<file path="config.mk">
export PLATFORM = sky130hd
export DESIGN_NAME = fxp_to_fp_conv_flat
export DESIGN_NICKNAME = d
export VERILOG_FILES = /design/src/rtl/fp_pkg.sv /design/src/rtl/fxp_to_fp_conv_if.sv /design/src/rtl/fp_pack.sv /design/src/rtl/fxp_to_fp_conv.sv /design/src/flat_wrapper.sv
export SDC_FILE = /design/constraint.sdc
export NUM_CORES = 1
export LEC_CHECK = 0
export BUFFER_PORTS_ARGS = -buffer_cell sky130_fd_sc_hd__buf_4
export CORE_ASPECT_RATIO = 0.8
export CORE_MARGIN = 5
export CORE_UTILIZATION = 50
export CTS_BUF_LIST = sky130_fd_sc_hd__clkbuf_4
export CTS_CLUSTER_SIZE = 30
export DETAILED_ROUTE_END_ITERATION = 8
export PLACE_DENSITY_LB_ADDON = 0.3
export SYNTH_ARGS = -nofsm -noshare
export SYNTH_HDL_FRONTEND = slang
export SYNTH_SLANG_ARGS = --single-unit
</file>
<file path="constraint.sdc">
create_clock -name clk -period 3.7 [get_ports clk]
set_input_delay 0.185 -clock clk [delete_from_list [all_inputs] [get_ports clk]]
set_output_delay 0.185 -clock clk [all_outputs]
set_load 0.1 [all_outputs]
</file>
<file path="src/rtl/fp_pkg.sv">
// Shared float-word constants and converter state encoding, also used by the
// FP adder and multiplier stages.
package fp_pkg;

  localparam int FP_W     = 32;
  localparam int EXP_W    = 8;
  localparam int MAN_W    = 23;
  localparam int SIGN_BIT = 31;
  localparam int EXP_MSB  = 30;
  localparam int EXP_LSB  = 23;

  localparam logic [FP_W-1:0] FP_ZERO = 32'h0000_0000;

  typedef enum logic [1:0] {
    IDLE = 2'd0,
    NORM = 2'd1,
    DONE = 2'd2
  } conv_state_e;

endpackage

</file>
<file path="src/rtl/fxp_to_fp_conv_if.sv">
// Valid/ready operand and result channels of the fixed-to-float converter.
interface fxp_to_fp_conv_if
  import fp_pkg::*;
#(
  parameter int IN_W = 32
);

  logic            in_valid;
  logic            in_ready;
  logic [IN_W-1:0] in_data;
  logic            out_valid;
  logic            out_ready;
  logic [FP_W-1:0] out_data;

  modport master (
    output in_valid, in_data, out_ready,
    input  in_ready, out_valid, out_data
  );

  modport slave (
    input  in_valid, in_data, out_ready,
    output in_ready, out_valid, out_data
  );

endinterface

</file>
<file path="src/rtl/fp_pack.sv">
// Packs sign, unbiased exponent and normalised mantissa into the float word;
// a zero operand always yields +0.
module fp_pack
  import fp_pkg::*;
(
  input  logic                    sign,
  input  logic signed [EXP_W-1:0] exp_val,
  input  logic        [MAN_W-1:0] man,
  input  logic                    zero,
  output logic        [FP_W-1:0]  word
);

  always_comb begin
    word = FP_ZERO;
    if (!zero) begin
      word[SIGN_BIT]        = sign;
      word[EXP_MSB:EXP_LSB] = exp_val;
      word[MAN_W-1:0]       = man;
    end
  end

endmodule

</file>
<file path="src/rtl/fxp_to_fp_conv.sv">
// Signed fixed-point to float converter: one normalising left shift per cycle,
// mantissa truncated, single operand in flight.
module fxp_to_fp_conv
  import fp_pkg::*;
#(
  parameter int IN_W   = 32,
  parameter int FRAC_W = 16
) (
  input logic             clk,
  input logic             rst,
  fxp_to_fp_conv_if.slave bus
);

  localparam logic signed [EXP_W-1:0] EXP_INIT = EXP_W'(IN_W - 1 - FRAC_W);

  conv_state_e              state;
  logic                     sign;
  logic                     zero;
  logic        [IN_W-1:0]   mag;
  logic signed [EXP_W-1:0]  exp_q;
  logic        [IN_W-1:0]   abs_in;
  logic        [FP_W-1:0]   packed_word;

  // The most negative input negates to 2^(IN_W-1), which still fits unsigned.
  assign abs_in = bus.in_data[IN_W-1] ? (~bus.in_data + 1'b1) : bus.in_data;

  // NOTE: in_ready is decoded from state and gated by rst so it is low for the
  // whole reset and high on the very first cycle after release.
  assign bus.in_ready = !rst && (state == IDLE);

  fp_pack u_pack (
    .sign    (sign),
    .exp_val (exp_q),
    .man     (mag[IN_W-1 -: MAN_W]),
    .zero    (zero),
    .word    (packed_word)
  );

  // NOTE: all state updates use non-blocking assignments so every register
  // samples the pre-edge values, independent of statement order.
  always_ff @(posedge clk) begin
    if (rst) begin
      state         <= IDLE;
      sign          <= 1'b0;
      zero          <= 1'b0;
      mag           <= '0;
      exp_q         <= '0;
      bus.out_valid <= 1'b0;
      bus.out_data  <= FP_ZERO;
    end else begin
      unique case (state)
        IDLE: begin
          if (bus.in_valid) begin
            sign  <= bus.in_data[IN_W-1];
            mag   <= abs_in;
            exp_q <= EXP_INIT;
            zero  <= (bus.in_data == '0);
            state <= NORM;
          end
        end
        NORM: begin
          if (zero || mag[IN_W-1]) begin
            bus.out_data  <= packed_word;
            bus.out_valid <= 1'b1;
            state         <= DONE;
          end else begin
            mag   <= mag << 1;
            exp_q <= exp_q - 8'sd1;
          end
        end
        DONE: begin
          if (bus.out_ready) begin
            bus.out_valid <= 1'b0;
            state         <= IDLE;
          end
        end
        default: state <= IDLE;
      endcase
    end
  end

endmodule

</file>
<file path="src/flat_wrapper.sv">
// flat-port wrapper written by rule: the top's interface ports become plain ports
module fxp_to_fp_conv_flat import fp_pkg::*;
#(
  parameter int IN_W   = 32,
  parameter int FRAC_W = 16
)
  (clk, rst, bus_in_valid, bus_in_data, bus_out_ready, bus_in_ready, bus_out_valid, bus_out_data);
  fxp_to_fp_conv_if #(.IN_W(IN_W)) bus_i ();
  input logic clk;
  input logic rst;
  input wire logic [$bits(bus_i.in_valid)-1:0] bus_in_valid;
  input wire logic [$bits(bus_i.in_data)-1:0] bus_in_data;
  input wire logic [$bits(bus_i.out_ready)-1:0] bus_out_ready;
  output wire logic [$bits(bus_i.in_ready)-1:0] bus_in_ready;
  output wire logic [$bits(bus_i.out_valid)-1:0] bus_out_valid;
  output wire logic [$bits(bus_i.out_data)-1:0] bus_out_data;
  assign bus_i.in_valid = bus_in_valid;
  assign bus_i.in_data = bus_in_data;
  assign bus_i.out_ready = bus_out_ready;
  assign bus_in_ready = bus_i.in_ready;
  assign bus_out_valid = bus_i.out_valid;
  assign bus_out_data = bus_i.out_data;
  fxp_to_fp_conv #(.IN_W(IN_W), .FRAC_W(FRAC_W)) u_core (.clk(clk), .rst(rst), .bus(bus_i));
endmodule
</file>
==> metrics.txt <==
final non-filler cell total 631; Worst Hold Launch bus_in_data[0]; post-synth cell types 59; # rows 28; Nets 559; Seq/Total Area, Yosys 39.3%; fraction of layout cells with a size suffix above 1 21.7%; Cells after Synth 472; total wire length 10.9 mm; ratio of final minimum period to clock period 65.5%; WHS Endpoint u_core.mag[0]$_SDFFE_PP0P_; fin area 4580 um^2; commonest cells after routing, fill and taps aside dfxtp_1, buf_4, nor2_1; setup bufs post-CTS 0; GRT Residual Overflow 0; Fin. Hold Viols 0; Slew HR 26.9%; Tmin final 2420 ps; Max clock buf depth 2; placed cell areas between 4000 and 5000 um^2; Hold Path Class primary input to register; Core Area 7530 um^2; hpwl dp 7.46 mm; clock tree from TritonCTS yes; CP cell instances nor3b_1, o21ba_2, nand4_1, or4_1, a211oi_1; worst r2r dst u_core.exp_q[7]$_SDFFE_PP0P_; die height ~90 um; clk_lat worst skew between 400 and 500 ps; flop-to-flop setup slack 1280 ps; post-detailed-route count of antenna-violating nets 0; Max Freq 413 MHz; setup TNS 0 ps; crit path DAT about 2800 ps; CP Class register to register; number of synthesized flops with an enable pin 0; DRT Pass-1 Iters 5; number of synthesized register bits between 70 and 80; Inserted Clock Buffers 9; R2R cell count 5; placed instance count about 600; vias per inst between 6 and 7; Worst IR Drop VDD roughly 0.24 mV; CTS Sinks 77; crit path max-delay cell type o21ba_2; die area 9740 um^2; I/O pin cnt 70; status complete, no violations; CP Buf/Inv Count 0; CP max stage delay around 570 ps; Die X 109 um; unrepaired setup endpoints after global routing no; mapped cell area between 3000 and 4000 um^2; CTS Hold Bufs 0; first-pass GRT wire length 17.7 mm; Worst Setup Start Kind register; GPL Wtd Cong 0.926; Total Power Consumption 1910 uW; P&R area growth vs syn 16.7%; max_cap viols 0; Residual DRC 0; Main synth FF type dfxtp_1; antenna cells 0; Worst Skew 15.9 ps; initial antenna violation count 0; vias in the first global route 3515; worst-path fanout max 27; Hold Crit Depth 3; Initial DRC Count 339; Hold WS 20.8 ps; WP data required ~4100 ps; Root Driver clkbuf_4; CTS clk-pin slew, worst paths 140 ps; Synth Area per Inst 8.32 um^2; Worst setup EP type register; Final setup violation count 0; Worst setup startpoint u_core.state[0]$_SDFFE_PP0P_; most common cell after layout, fill and taps aside dfxtp_1; top cell family by delay on the critical path simple AND/OR/NAND/NOR gates; fin. max-slew vios 0; Worst Max-Slew Pin Slew 1100 ps; Mapped Nets 510; Wirelength per Cell 17.2 um; Leakage 0.00174 uW; Starting Density 52.1%; H-Tree Depth 3; via count 3874; reg2reg start u_core.state[0]$_SDFFE_PP0P_; gr usage total 23.0%; largest net degree at the start of global routing 80; PostCTS Resize Cnt 0; pwr dens between 400 and 500 nW/um^2; yosys warns 0; Buffers on Ports 69; post-synthesis async set-or-reset flop share 0%
-- report_power, final --
part	internal (uW)	switching, uW
logic	147	272
clock network	216	331
registers	891	56.7
total	1250	659
-- how the worst max path moves through the flow --
stage / end / slack (ps) / cells past startpoint
floorplan: bus_in_ready / 860 / 2
global placement: u_core.mag[30]$_SDFFE_PP0P_ / 1300 / 8
detailed placement: u_core.mag[30]$_SDFFE_PP0P_ / 1260 / 8
CTS: u_core.exp_q[7]$_SDFFE_PP0P_ / 1290 / 5
global route: u_core.exp_q[7]$_SDFFE_PP0P_ / 1050 / 5
finish: u_core.exp_q[7]$_SDFFE_PP0P_ / 1280 / 5
-- sequential cells by signal, indices dropped and copies added (netlist names) --
register / cells
u_core.bus.out_data: 32
u_core.bus.out_valid: 1
u_core.exp_q: 8
u_core.mag: 32
u_core.sign: 1
u_core.state: 2
u_core.zero: 1
-- Yosys cell counts (all sizes together), types with 7 or more instances --
| cell | instances | share of area (%) |
|---|---|---|
| a21oi | 29 | 3.7 |
| a22oi | 32 | 6.1 |
| and3 | 7 | 1.1 |
| buf | 10 | 1.6 |
| clkbuf | 26 | 3.5 |
| dfxtp | 77 | 39 |
| inv | 7 | 0.67 |
| nand2 | 31 | 3.0 |
| nand3 | 13 | 1.7 |
| nand4 | 10 | 1.6 |
| nor2 | 65 | 6.2 |
| nor3 | 22 | 2.8 |
| nor4 | 10 | 2.4 |
| o21ai | 19 | 2.4 |
| o31ai | 9 | 1.7 |
| or3 | 11 | 1.8 |
| or4 | 10 | 2.2 |
| xnor2 | 7 | 1.6 |
| xor2 | 14 | 3.1 |
-- worst reg2reg max path, cell delays in order (launching register included) --
cell and delay [ps]:
dfxtp_1 530, nor3b_1 340, o21ba_2 570, nand4_1 260, or4_1 440, a211oi_1 220
-- metal layers --
metal  up-vias  wire (um)  GRT usage (%)
met5         -          0              0
met1      1851       4950           31.6
met2       162       4970           36.2
met4         0        112           6.65
met3        13        829           5.27
li1       1848          -              -
-- logic make-up (layout without fill, tap and decap cells) --
group	count (synthesis)	after routing	synth area share, %
multiplexers	5	5	1.27
buffers and inverters	45	99	6.12
XOR/XNOR	21	21	4.68
flip-flops	77	77	39.3
adder cells (fa/ha/maj)	2	2	0.637
AND/OR/NAND/NOR	193	193	25.4
AO/OA/AOI/OAI	129	129	22.6
-- cell type report --
type                       count  area (um^2)
clock buffer                   9         67.6
clock inverter                 7         80.1
multi-input combinational    350         2170
fill                         683         2950
timing repair buffer          75          563
inverter                       8         30.0
tap                          105          131
sequential                    77         1540
-- through the flow --
| stage | util (%) | setup WS, ps |
|---|---|---|
| 3_5_place_dp | 58.9 | 1260 |
| 5_1_grt | 60.8 | 1050 |
| 6_report | 60.8 | 1280 |
| 3_3_place_gp | 58.9 | 1300 |
| 2_1_floorplan | - | 864 |
| 4_1_cts | 60.8 | 1290 |
Note: power is estimated with default switching activity, not from simulation.
